[src/rtl/demux_stream.sv]
`default_nettype none
// +----------------------------------------------------------------------------+
// | Module      : demux_stream                                                 |
// | Description : Registered 1-to-N stream demux, one entry per channel with   |
// |               valid/ready; out-of-range selects are dropped and flagged.   |
// |               Define DEMUX_COUNT_EN for saturating per-channel counters.   |
// | Revision    : 1.0 - initial release                                        |
// +----------------------------------------------------------------------------+
module demux_stream #(
    parameter int WIDTH = 8,
    parameter int N     = 16,
    parameter int SELW  = $clog2(N)
) (
    input  logic               clk,
    input  logic               rst,
    input  logic [WIDTH-1:0]   in_data,
    input  logic [SELW-1:0]    in_sel,
    input  logic               in_valid,
    output logic               in_ready,
    output logic [N*WIDTH-1:0] out_data,
    output logic [N-1:0]       out_valid,
    input  logic [N-1:0]       out_ready,
    output logic               drop
`ifdef DEMUX_COUNT_EN
    ,
    input  logic [SELW-1:0]    cnt_sel,
    output logic [15:0]        cnt_out
`endif
);

    typedef enum logic {
        ST_EMPTY = 1'b0,
        ST_FULL  = 1'b1
    } chan_state_t;

    localparam logic [SELW:0] c_NUM_CH = (SELW+1)'(N);

    chan_state_t        r_state     [N];
    chan_state_t        w_state_nxt [N];
    logic [N*WIDTH-1:0] r_data;
    logic [N-1:0]       w_load;
    logic               w_in_range;
    logic               w_sel_ready;
    logic               w_accept;
    logic               r_drop;

    assign w_in_range = ({1'b0, in_sel} < c_NUM_CH);

    always_comb begin
        w_sel_ready = 1'b0;
        for (int k = 0; k < N; k++) begin
            if (in_sel == SELW'(k)) begin
                w_sel_ready = (r_state[k] == ST_EMPTY) || out_ready[k];
            end
        end
    end

    // Out-of-range beats are always taken so they can be discarded.
    assign in_ready = !rst && (!w_in_range || w_sel_ready);
    assign w_accept = in_valid && in_ready;

    always_comb begin
        for (int k = 0; k < N; k++) begin
            w_load[k]      = w_accept && (in_sel == SELW'(k));
            w_state_nxt[k] = r_state[k];
            case (r_state[k])
                ST_EMPTY: if (w_load[k])                   w_state_nxt[k] = ST_FULL;
                ST_FULL:  if (!w_load[k] && out_ready[k])  w_state_nxt[k] = ST_EMPTY;
                default:                                   w_state_nxt[k] = ST_EMPTY;
            endcase
        end
    end

    always_ff @(posedge clk) begin
        for (int k = 0; k < N; k++) begin
            if (rst) r_state[k] <= ST_EMPTY;
            else     r_state[k] <= w_state_nxt[k];
        end
    end

    // Data is only written on a load, so an empty channel keeps its last beat.
    always_ff @(posedge clk) begin
        if (rst) begin
            r_data <= '0;
        end else begin
            for (int k = 0; k < N; k++) begin
                if (w_load[k]) r_data[k*WIDTH +: WIDTH] <= in_data;
            end
        end
    end

    always_ff @(posedge clk) begin
        if (rst) r_drop <= 1'b0;
        else     r_drop <= w_accept && !w_in_range;
    end

    always_comb begin
        for (int k = 0; k < N; k++) begin
            out_valid[k] = (r_state[k] == ST_FULL);
        end
    end

    assign out_data = r_data;
    assign drop     = r_drop;

`ifdef DEMUX_COUNT_EN
    logic [15:0] r_cnt [N];

    always_ff @(posedge clk) begin
        for (int k = 0; k < N; k++) begin
            if (rst) begin
                r_cnt[k] <= 16'd0;
            end else if (out_valid[k] && out_ready[k] && (r_cnt[k] != 16'hFFFF)) begin
                r_cnt[k] <= r_cnt[k] + 16'd1;
            end
        end
    end

    always_comb begin
        cnt_out = 16'd0;
        for (int k = 0; k < N; k++) begin
            if (cnt_sel == SELW'(k)) cnt_out = r_cnt[k];
        end
    end
`endif

endmodule
`default_nettype wire
[config.mk]
export PLATFORM = sky130hd
export DESIGN_NAME = demux_stream
export DESIGN_NICKNAME = d
export VERILOG_FILES = /design/src/rtl/demux_stream.sv
export SDC_FILE = /design/constraint.sdc
export NUM_CORES = 1
export LEC_CHECK = 0
export CORE_UTILIZATION = 56
export DETAILED_ROUTE_END_ITERATION = 7
export DONT_BUFFER_PORTS = 1
export MAX_ROUTING_LAYER = met4
export PLACE_DENSITY = 0.77
export SETUP_SLACK_MARGIN = 0.02
export SYNTH_ARGS = -nofsm -noshare
export SYNTH_HDL_FRONTEND = slang
export SYNTH_SLANG_ARGS = --single-unit
[constraint.sdc]
create_clock -name clk -period 2.1 [get_ports clk]
set_clock_uncertainty 0.15 [all_clocks]
set_input_delay 0.42 -clock clk [delete_from_list [all_inputs] [get_ports clk]]
set_output_delay 0.42 -clock clk [all_outputs]
set_load 0.02 [all_outputs]
# ---- Yosys cells after proc, flatten, opt, wreduce, memory -nomap -nowiden
# Memory sizes are Yosys's and may differ from the RTL's.
# Cells that the tools add are included.
# Widths: inputs -> output; s select.
dict set report classes {
  eq_ne 15
  mux 83
  n_bitwise 32
  reduce_logical 68
}
# operator n
set op_table {}
lappend op_table {{$mux 1} 67}
lappend op_table {{$logic_and 1x1->1} 34}
lappend op_table {{$eq 4x4->1 const B} 8}
lappend op_table {{$pmux 1 s2} 16}
lappend op_table {{$logic_not 1->1} 17}
lappend op_table {{$eq 4x3->1 const B} 4}
lappend op_table {{$logic_or 1x1->1} 16}
lappend op_table {{$not 1->1} 16}
lappend op_table {{$or 1x1->1} 16}
lappend op_table {{$eq 4x2->1 const B} 2}
lappend op_table {{$eq 4x1->1 const B} 1}
lappend op_table {{$logic_not 4->1} 1}
dict set report word_totals {
  reg_bits 128
  ram_bits 16
  inputBits 31
  output_inout_bits 146
  wordCells 215
  n_memories 1
}
# name depth width rd rd_ports_with_merged_regs write_ports line_no
set mem_list {}
lappend mem_list {r_state 16 1 16 0 16 38} ;# chan_state_t r_state [N];

# ---- Depth between registers and ports, before layout
# Gate-level depths: netlist of run 1.
# An unclocked memory read counts as a cell.
dict set report logic_depth {
  ltp_word 27
  depth_mapped 10
  depth_no_buf 6
}

# ---- Least setup slack after synthesis of run 1
# Ideal clock, no wire load.
dict set report synth_path {
  kind {in2reg}
  from {input in_sel[0]}
  to {register r_data[64], in the netlist out_data[64]}
  arrival_ps 2035
  setup_slack_ps -213
  stages 8
  n_path_buf 2
  cell_sequence {buf_4 nand4b_1 nand4_1 a2111oi_4 and4_1 buf_2 mux2i_1 nor2_1}
}
dict set report synth_between {
  elab_chain_len 20
  word_cells_on_any_way 35
  classes_between {15 x eq/ne; 16 x mux; 4 x reduce/logical}
}
# element line_no
set synth_lines {}
lappend synth_lines {{from (decl)} 17} ;# input logic [SELW-1:0] in_sel,
lappend synth_lines {{$logic_not 4->1} 52} ;# if (in_sel == SELW'(k)) begin
lappend synth_lines {{$mux 1 (16 in series)} 52}
lappend synth_lines {{$logic_and 1x1->1} 59} ;# assign in_ready = !rst && (!w_in_range || w_sel_ready);
lappend synth_lines {{$logic_and 1x1->1} 60} ;# assign w_accept = in_valid && in_ready;
lappend synth_lines {{$logic_and 1x1->1 (*)} 64} ;# w_load[k] = w_accept && (in_sel == SELW'(k));
lappend synth_lines {{to (signal, indexed assignment)} 87} ;# if (w_load[k]) r_data[k*WIDTH +: WIDTH] <= in_data;
lappend synth_lines {{to (decl)} 40} ;# logic [N*WIDTH-1:0] r_data;
# Mark *: on every way between the ends. The rest lies on a longest branch, timed or not.
# A chain may end at the register's enable or synchronous reset.

==> run summary, run 1 <==
status = finished with violations
failing checks = negative hold slack, negative setup slack
Port Buffers = 0
met3 usage = 11.59%
Post-synth ARST share = 0%
Slew Limit Fails = 0
Synth Register Bits = 144
RSZ-0062 raised after global routing = yes
post-route ant nets = 0
vias per cell = 6.248
First-pass DRT Iterations = 5
Final GP Congestion = 0.9264
Post-synth EDFFs = 0
crit path from = r_state[1][5]$_SDFF_PP0_
synth-to-layout area growth = 19.69%
worst hold-check path type = input port to flop
die area = 0.01060 sq mm
post-synthesis sequential area ratio = 50.52%
chip width = 103.0 microns
crit path kind = flop to output port
CP required = 1530 ps
GR Overflow Total = 0
total vias in the final route = 4905
setup tns final = -20420 ps
Fmax = 396.3 MHz
Critical Path Start Type = flop
final hold violation count = 144
clk root buf = clkbuf_8
clock buffer depth = 2
IO Count = 177
Core Region = 0.009819 sq mm
largest area contributor in the netlist = dfxtp_1
worst setup margin = -423.4 ps
RR Startpoint = r_state[1][0]$_SDFF_PP0_
largest net degree at the start of global routing = 148
Least-Margin Pin Slew = 708.7 ps
busiest grt layer = met2
final setup violation count = 131
Die Y = 103.0 microns
Yosys cell types = 43
Clk pin slew, worst setup/hold paths = 70 ps
CP arrival = 1950 ps
vias in the first global route = 4672
Worst VDD drop = 0.5773 mV
Num CTS Buffers = 17
main area contributors after synthesis = dfxtp_1 (51%), mux2i_1 (11%), a21oi_1 (7.2%)
Detail Placement HPWL = 10.72 mm
area share of the largest cell type after synthesis = 50.52%
Skew-Pair Late Insertion Delay = 510 ps
Worst setup EP type = output port
Avg WL per Cell = 22.15 microns
dominant synthesized flop cell = dfxtp_1
Slew headroom = 52.75%
final worst-path cycle share = 120.2%
Static Leak = 2.560 nW
H-tree Lvls = 4
Mapped Nets = 663
top cells by count, synth = dfxtp_1 (144), a21oi_1 (82), nor2_1 (73), mux2i_1 (64), nand3_1 (64)
Initial Utilization = 58.12%
Hold Crit Start = rst
Power Dens Cells = 856.9 mW/mm^2
initial drt markers = 343
Sink Count = 144
most frequent cell after synthesis = dfxtp_1
GRT Util Overall = 34.07%
synthesized instance count = 632
Core Rows = 36
grt met2 use = 53.23%
grt met1 use = 40.13%
Fin Hold WS = -181.2 ps
synth warn = 0
DRC violations left = 0
Placed Area = 0.006131 sq mm
layout cell share with drive strength beyond 1 = 17.67%
initial antenna violation count = 0
CP Max Fanout = 2
pre-CTS WS = -289.4 ps
first-pass GRT wire length = 25.81 mm
Max Cap Violations = 0
final net count = 669
mean area per synthesized cell = 9.030 sq um
Final Cell Area = 0.006830 sq mm
TritonCTS clock tree = yes
Final min period = 2523 ps
Total Routed Length = 17.39 mm
Syn Std Cell Area = 0.005707 sq mm
-- critical path: stages (launching register included) --
cell and delay, ps:
dfxtp_2 330, or3b_4 400, a221oi_4 370, a2111oi_4 100, o31ai_4 100, o31ai_4 150
-- timing repair --
item,in CTS,in global routing
gates cloned,3,0
setup endpoints to repair,133,139
endpoints found under the hold margin,144,144
buffers inserted,2,0
gates resized for setup,5,10
pin swaps,3,3
-- registers in the layout, summed over array words and instances, names as in the netlist --
register	cells
out_data	128
r_state	16
-- cell usage in the layout (no fill, tap or decap), types with 2 or more instances in the layout --
cell type     n
and4_4        2
inv_6         3
mux2i_1      64
o311ai_4      2
nand3_2       4
nand4_1       2
clkbuf_16    16
inv_1         4
nand2b_1     11
nor2_1       72
nor4b_4       2
clkinv_2      2
o31ai_4       2
and2_1        2
o21ai_0       4
buf_12        7
clkbuf_8      4
and4_1        2
buf_6         2
and4_2        2
a21oi_2       5
or4bb_1       2
dfxtp_1     143
nand3_1      60
nand2_1      11
a21oi_1      77
buf_4        43
nor2b_1       7
o21ai_1      61
clkinvlp_4    4
-- power by group --
part | switching (mW) | total, mW | internal, mW
logic | 0.149 | 0.241 | 0.0918
registers | 0.0287 | 2.78 | 2.75
clock network | 1.16 | 2.84 | 1.67
-- area by class of cell --
class | instances | area (sq um)
multi-input combinational | 417 | 2676
clock buffer | 21 | 459.2
tap | 133 | 166.4
clock inverter | 11 | 105.1
antenna | 1 | 2.502
inverter | 5 | 18.77
sequential | 144 | 2884
timing repair buffer | 53 | 518.0
fill | 776 | 2989
-- cells by family after synthesis --
kind of cell | Yosys count | synth area share, %
simple gates | 189 | 16.69
compound gates | 161 | 15.63
flops | 144 | 50.52
buf+inv | 73 | 5.876
mux | 64 | 11.23
other cells | 1 | 0.06571
-- worst paths after layout --
path | to | slack (ps) | cells past startpoint
worst max register to register | out_data[55]$_SDFFE_PP0P_ | -310 | 8
worst max-delay path | in_ready | -420 | 5
worst min-delay path | r_state[0][6]$_SDFF_PP0_ | -180 | 1
worst min register to register | r_state[0][6]$_SDFF_PP0_ | 350 | 2
-- metal layers --
layer | routed length, microns | vias to the layer above
met1 | 6760 | 2339
met4 | 531 | 0
met5 | 0 | -
li1 | - | 2224
met3 | 1832 | 52
met2 | 8260 | 290
-- stage by stage --
step           total power [mW]  std cells  utilization (%)  hold WS (ps)
2_1_floorplan             3.062        632                -         352.7
3_3_place_gp              3.042        748            62.44         340.0
3_5_place_dp              3.048        748            62.44         344.0
4_1_cts                   5.862        784            68.96        -194.3
5_1_grt                   6.026        784            69.53        -205.6
6_report                  5.853        785            69.56        -181.2
Power figures use the tool's default switching activity.
==> run 2: changes to the inputs <==
- SKIP_CTS_REPAIR_TIMING: default -> 1
==> run 2 against run 1 <==
Compared with the run above:
- the flow still finishes with violations (negative hold slack, negative setup slack)
- cell count rose by 2.9%
- register-to-register slack got worse by 130 ps
- clock power barely moved
- clock-buffer cell count did not move
- sequential share of layout area fell by 4.6 points
- non-clock buffer count rose by 22
- critical endpoint unchanged
- highest routed layer unchanged
==> run summary, run 2 (same netlist as run 1, synthesis figures left out) <==
RSZ-0062 raised after global routing = yes
Final GP Congestion = 0.9264 (unchanged)
Worst VDD drop = 0.5153 mV (-11%)
worst setup margin = -561.7 ps (-138.3 ps)
Slew headroom = 21.94% (-31 points)
CP required = 1530 ps (about the same)
worst reg2reg setup slack = -440 ps (-130 ps)
Static Leak = 2.776 nW (+8.4%)
Least-Margin Pin Slew = 1171 ps (+462.2 ps)
Fmax = 375.7 MHz (-5.2%)
Skew-Pair Late Insertion Delay = 510 ps (about the same)
Slew Limit Fails = 0 (unchanged)
Clk pin slew, worst setup/hold paths = 60 ps (about the same)
busiest grt layer = met2
Port Buffers = 0 (unchanged)
met3 usage = 10.71% (-0.88 points)
final hold violation count = 144 (unchanged)
Num CTS Buffers = 17 (unchanged)
Initial Utilization = 58.12% (unchanged)
worst r2r path cells = 10 (+2)
Core Region = 0.009819 sq mm (unchanged)
Reg-to-Reg End = out_data[13]$_SDFFE_PP0P_
Sink Count = 144 (unchanged)
post-route ant nets = 0 (unchanged)
setup tns final = -28050 ps (-7637 ps)
Worst setup EP type = output port
# fillers = 613 (-21%)
CP arrival = 2090 ps (+140 ps)
vias per cell = 6.472 (+3.6%)
chip width = 103.0 microns (unchanged)
total vias in the final route = 5229 (+6.6%)
failing checks = negative hold slack, negative setup slack
first-pass GRT wire length = 24.84 mm (-3.7%)
Reg area = 0.002885 sq mm (about the same)
Final min period = 2662 ps (+138.3 ps)
pre-CTS WS = -289.4 ps (unchanged)
DRC violations left = 0 (unchanged)
final net count = 692 (+3.4%)
H-tree Lvls = 4 (unchanged)
largest net degree at the start of global routing = 148 (unchanged)
Total Routed Length = 19.77 mm (+14%)
initial antenna violation count = 1 (+1)
clock buffer depth = 2 (unchanged)
multi-input logic area = 0.003171 sq mm (+18%)
Hold Crit Start = rst
TritonCTS clock tree = yes
most frequent cells in the layout = dfxtp_1 (142), nor2_1 (72), mux2i_1 (62), a21oi_1 (55), o21ai_2 (51)
Die Y = 103.0 microns (unchanged)
clk root buf = clkbuf_8
Hold Path Depth = 1 (unchanged)
vias in the first global route = 4597 (-1.6%)
Core Rows = 36 (unchanged)
worst hold-check path type = input port to flop
grt met2 use = 51.28% (-1.9 points)
Power Dens Cells = 778.3 mW/mm^2 (-9.2%)
final setup violation count = 123 (-6.1%)
Fin Hold WS = -179.8 ps (+1.325 ps)
final worst-path cycle share = 126.7% (+6.6 points)
number of flip-flops in the largest register = 128 (unchanged)
Detail Placement HPWL = 10.72 mm (unchanged)
status = finished with violations
crit path kind = flop to output port
GR Overflow Total = 0 (unchanged)
die area = 0.01060 sq mm (unchanged)
GRT Util Overall = 32.63% (-1.4 points)
most common cell after layout, fill and taps aside = dfxtp_1
Avg WL per Cell = 24.47 microns (+10%)
synth-to-layout area growth = 34.20%
IO Count = 177 (unchanged)
Hold Path End = r_state[0][6]$_SDFF_PP0_
layout cell share with drive strength beyond 1 = 35.46% (+18 points)
Critical Path Start Type = flop
CP Max Fanout = 4 (+2)
initial drt markers = 400 (+17%)
Max Cap Violations = 0 (unchanged)
RR Startpoint = r_state[1][5]$_SDFF_PP0_
First-pass DRT Iterations = 6 (+1)
grt met1 use = 38.41% (-1.7 points)
[run 2: worst max-delay path by stage]
stage,startpoint,to,slack (ps),cells after the start
2_1_floorplan,in_sel[0],out_data[65]$_SDFFE_PP0P_,-70,8
3_3_place_gp,in_sel[0],out_data[65]$_SDFFE_PP0P_,-230,7
3_5_place_dp,in_sel[1],out_data[65]$_SDFFE_PP0P_,-290,7
4_1_cts,r_state[1][5]$_SDFF_PP0_,in_ready,-650,6
5_1_grt,r_state[1][5]$_SDFF_PP0_,in_ready,-640,6
6_report,r_state[1][5]$_SDFF_PP0_,in_ready,-560,6
[run 2: per-stage QoR]
step | util, % | area (sq um) | power (mW) | cells
floorplan | - | 5861 | 3.062 | 632
global placement | 62.44 | 6131 | 3.042 | 748
detailed placement | 62.44 | 6131 | 3.048 | 748
CTS | 68.18 | 6695 | 5.851 | 780
global route | 77.99 | 7659 | 6.110 | 808
finish | 77.99 | 7659 | 5.961 | 808
[run 2: layout make-up]
class	count	share of cell area, %
flip-flops and latches	144	37.67
clock buffers	21	5.996
diodes	1	0.03267
inverters	5	0.2451
clock inverters	11	1.372
well taps	133	2.173
multi-input cells	418	41.40
repair buffers	75	11.11
[run 2: metal layers]
metal	vias up	routed length (microns)	part of all wire (%)
met5	-	0	0
met4	0	786	4.0
met3	80	2137	11
met2	325	9521	48
met1	2539	7326	37
li1	2285	-	-
[run 2: worst max-delay path, cell delays in order, from the launching register on]
cell	delay, ps
dfxtp_2	320
or3b_4	400
a221oi_4	360
a2111oi_4	100
buf_4	180
o31ai_4	60
o31ai_4	150
[run 2: report_power, final]
part	internal [mW]	leakage (nW)	switching, mW
clock network	1.67	0.267	1.19
logic	0.129	1.35	0.193
registers	2.75	1.16	0.0304
==> run 3: changes to the inputs <==
- CORE_MARGIN: default -> 10
- TNS_END_PERCENT: default -> 5
==> run 3 against run 2 <==
Compared with the run above:
- the flow still finishes with violations (negative hold slack, negative setup slack)
- sequential power hardly changed
- sequential share of layout area is 4.8 points higher
- cell count is 3.3% lower
- critical path type unchanged
==> run summary, run 3 (same netlist as run 1, synthesis figures left out) <==
First-pass DRT Iterations = 7 (+1)
vias in the first global route = 4605 (+0.17%)
Die Y = 121.0 microns (+17%)
Fmax = 401.6 MHz (+6.9%)
Least-Margin Pin Slew = 690.9 ps (-480.0 ps)
IO Count = 177 (unchanged)
final hold violation count = 144 (unchanged)
crit-path cells = or3b_4 > a221oi_4 > a2111oi_4 > o31ai_4 > o31ai_4
final net count = 666 (-3.8%)
Detail Placement HPWL = 12.17 mm (+13%)
worst r2r path cells = 8 (-2)
crit path kind = flop to output port
Fin Hold WS = -177.0 ps (+2.839 ps)
Max Cap Violations = 0 (unchanged)
Clk pin slew, worst setup/hold paths = 60 ps (about the same)
total vias in the final route = 4828 (-7.7%)
layout cell share with drive strength beyond 1 = 16.38% (-19 points)
final worst-path cycle share = 118.6% (-8.2 points)
RSZ-0062 raised after global routing = yes
Slew Limit Fails = 0 (unchanged)
Largest delay share family, worst path = compound AO/OA/AOI/OAI gates
largest net degree at the start of global routing = 148 (unchanged)
Skew-Pair Late Insertion Delay = 510 ps (about the same)
post-route ant nets = 0 (unchanged)
most common cell after layout, fill and taps aside = dfxtp_1
number of flip-flops in the largest register = 128 (unchanged)
Port Buffers = 0 (unchanged)
vias per cell = 6.182 (-4.5%)
Critical Path Start Type = flop
initial drt markers = 592 (+48%)
Static Leak = 2.547 nW (-8.3%)
worst path bufs/invs = 0 (-1)
dpl cells = 747 (-0.13%)
clock buffer depth = 2 (unchanged)
initial antenna violation count = 1 (unchanged)
CP Max Fanout = 2 (-2)
max incr delay on CP = 390 ps (about the same)
switching share of total power = 21.91% (-1.7 points)
Worst VDD drop = 0.6858 mV (+33%)
Core Region = 0.009864 sq mm (+0.46%)
Core Rows = 36 (unchanged)
Initial Utilization = 57.85% (-0.27 points)
Power Dens Cells = 872.3 mW/mm^2 (+12%)
Avg WL per Cell = 23.23 microns (-5.1%)
Final min period = 2490 ps (-171.8 ps)
Worst path slowest cell = or3b_4
first-pass GRT wire length = 27.17 mm (+9.4%)
Final Non-Filler Cells = 781 (-3.3%)
final setup violation count = 131 (+6.5%)
CP arrival = 1920 ps (-170 ps)
chip width = 121.0 microns (+17%)
die area = 0.01463 sq mm (+38%)
status = finished with violations
clk root buf = clkbuf_8
Num CTS Buffers = 17 (unchanged)
critical path depth = 5 (-1)
Worst setup EP type = output port
Pint = 4.621 mW (+1.5%)
worst hold-check path type = input port to flop
CP required = 1530 ps (about the same)
GRT Util Overall = 24.37% (-8.3 points)
DRC violations left = 0 (unchanged)
Total Routed Length = 18.14 mm (-8.2%)
H-tree Lvls = 4 (unchanged)
Final GP Congestion = 0.8563 (-7.6%)
Final Cell Area = 0.006784 sq mm (-11%)
failing checks = negative hold slack, negative setup slack
Crit path top cell by count = o31ai_4
Seq pwr share = 46.9% (+0.3 points)
Sink Count = 144 (unchanged)
worst setup margin = -389.9 ps (+171.8 ps)
TritonCTS clock tree = yes
Placed Area = 0.006112 sq mm (-0.31%)
most frequent cells in the layout = dfxtp_1 (143), a21oi_1 (77), nor2_1 (72), nand3_1 (64), mux2i_1 (63)
Hold Path Depth = 1 (unchanged)
synth-to-layout area growth = 18.88%
Logic pwr share = 3.9% (-1.5 points)
GR Overflow Total = 0 (unchanged)
Slew headroom = 53.94% (+32 points)
Clock Power Share = 49.2% (+1.2 points)
switching power = 1.297 mW (-8.0%)
[run 3: cell types whose count changed in the layout (fill, tap and decap cells not counted), moves of 3 or more]
cell	delta
o21ai_0	+5
and4_4	-5
nand3_1	+18
a21oi_1	+22
nand3_4	-3
inv_6	-3
nand3_2	-15
buf_4	-5
o21ai_1	+53
o21ai_2	-51
a21oi_2	-22
buf_6	-8
clkbuf_16	-7
o21ai_4	-7
[run 3: area by class of cell]
cell class              instances  area [sq um]
diodes                          1         2.502
clock buffers                  23         466.7
clock inverters                 8         106.4
fillers                       735          3080
inverters                       5         18.77
multi-input cells             415          2641
flip-flops and latches        144          2884
well taps                     133         166.4
repair buffers                 52         498.0
[run 3: per-layer routing]
metal	global-route usage, %	part of all wire (%)	up-vias
met5	-	0	-
li1	-	-	2208
met3	11.26	12	28
met1	26.84	36	2336
met4	7.692	2.0	0
met2	38.47	49	256
[run 3: power by group through the flow]
stage / sequential (mW) / clock (mW) / combinational (mW)
3_5_place_dp: 2.84 / 0 / 0.209
2_1_floorplan: 2.84 / 0 / 0.223
3_3_place_gp: 2.84 / 0 / 0.204
4_1_cts: 2.78 / 2.93 / 0.211
5_1_grt: 2.78 / 3.03 / 0.247
6_report: 2.78 / 2.91 / 0.230
[run 3: stage by stage]
stage | power (mW) | hold slack (ps) | setup TNS (ps) | worst slack (ps) | util [%]
after floorplan | 3.058 | 399.7 | -6188 | -72.51 | -
after global placement | 3.042 | 336.9 | -19330 | -236.1 | 61.96
after detailed placement | 3.047 | 358.5 | -24810 | -283.3 | 61.96
after CTS | 5.919 | -178.2 | -18570 | -724.4 | 67.77
after global routing | 6.060 | -189.9 | -29330 | -444.4 | 68.77
final | 5.918 | -177.0 | -19290 | -389.9 | 68.77
[run 3: final timing paths]
path	startpoint	end	slack [ps]
max reg2reg	r_state[1][1]$_SDFF_PP0_	out_data[21]$_SDFFE_PP0P_	-280
max	r_state[1][5]$_SDFF_PP0_	in_ready	-390
min reg2reg	r_state[0][6]$_SDFF_PP0_	r_state[0][6]$_SDFF_PP0_	360
min	rst	r_state[1][1]$_SDFF_PP0_	-180
[run 3: worst reg2reg max path, delay by kind of cell, from the launching register on]
family                 cells  cell delay, ps
AND/OR/NAND/NOR            3             440
AO/OA/AOI/OAI              3             940
flip-flops                 1             320
buffers and inverters      2             480
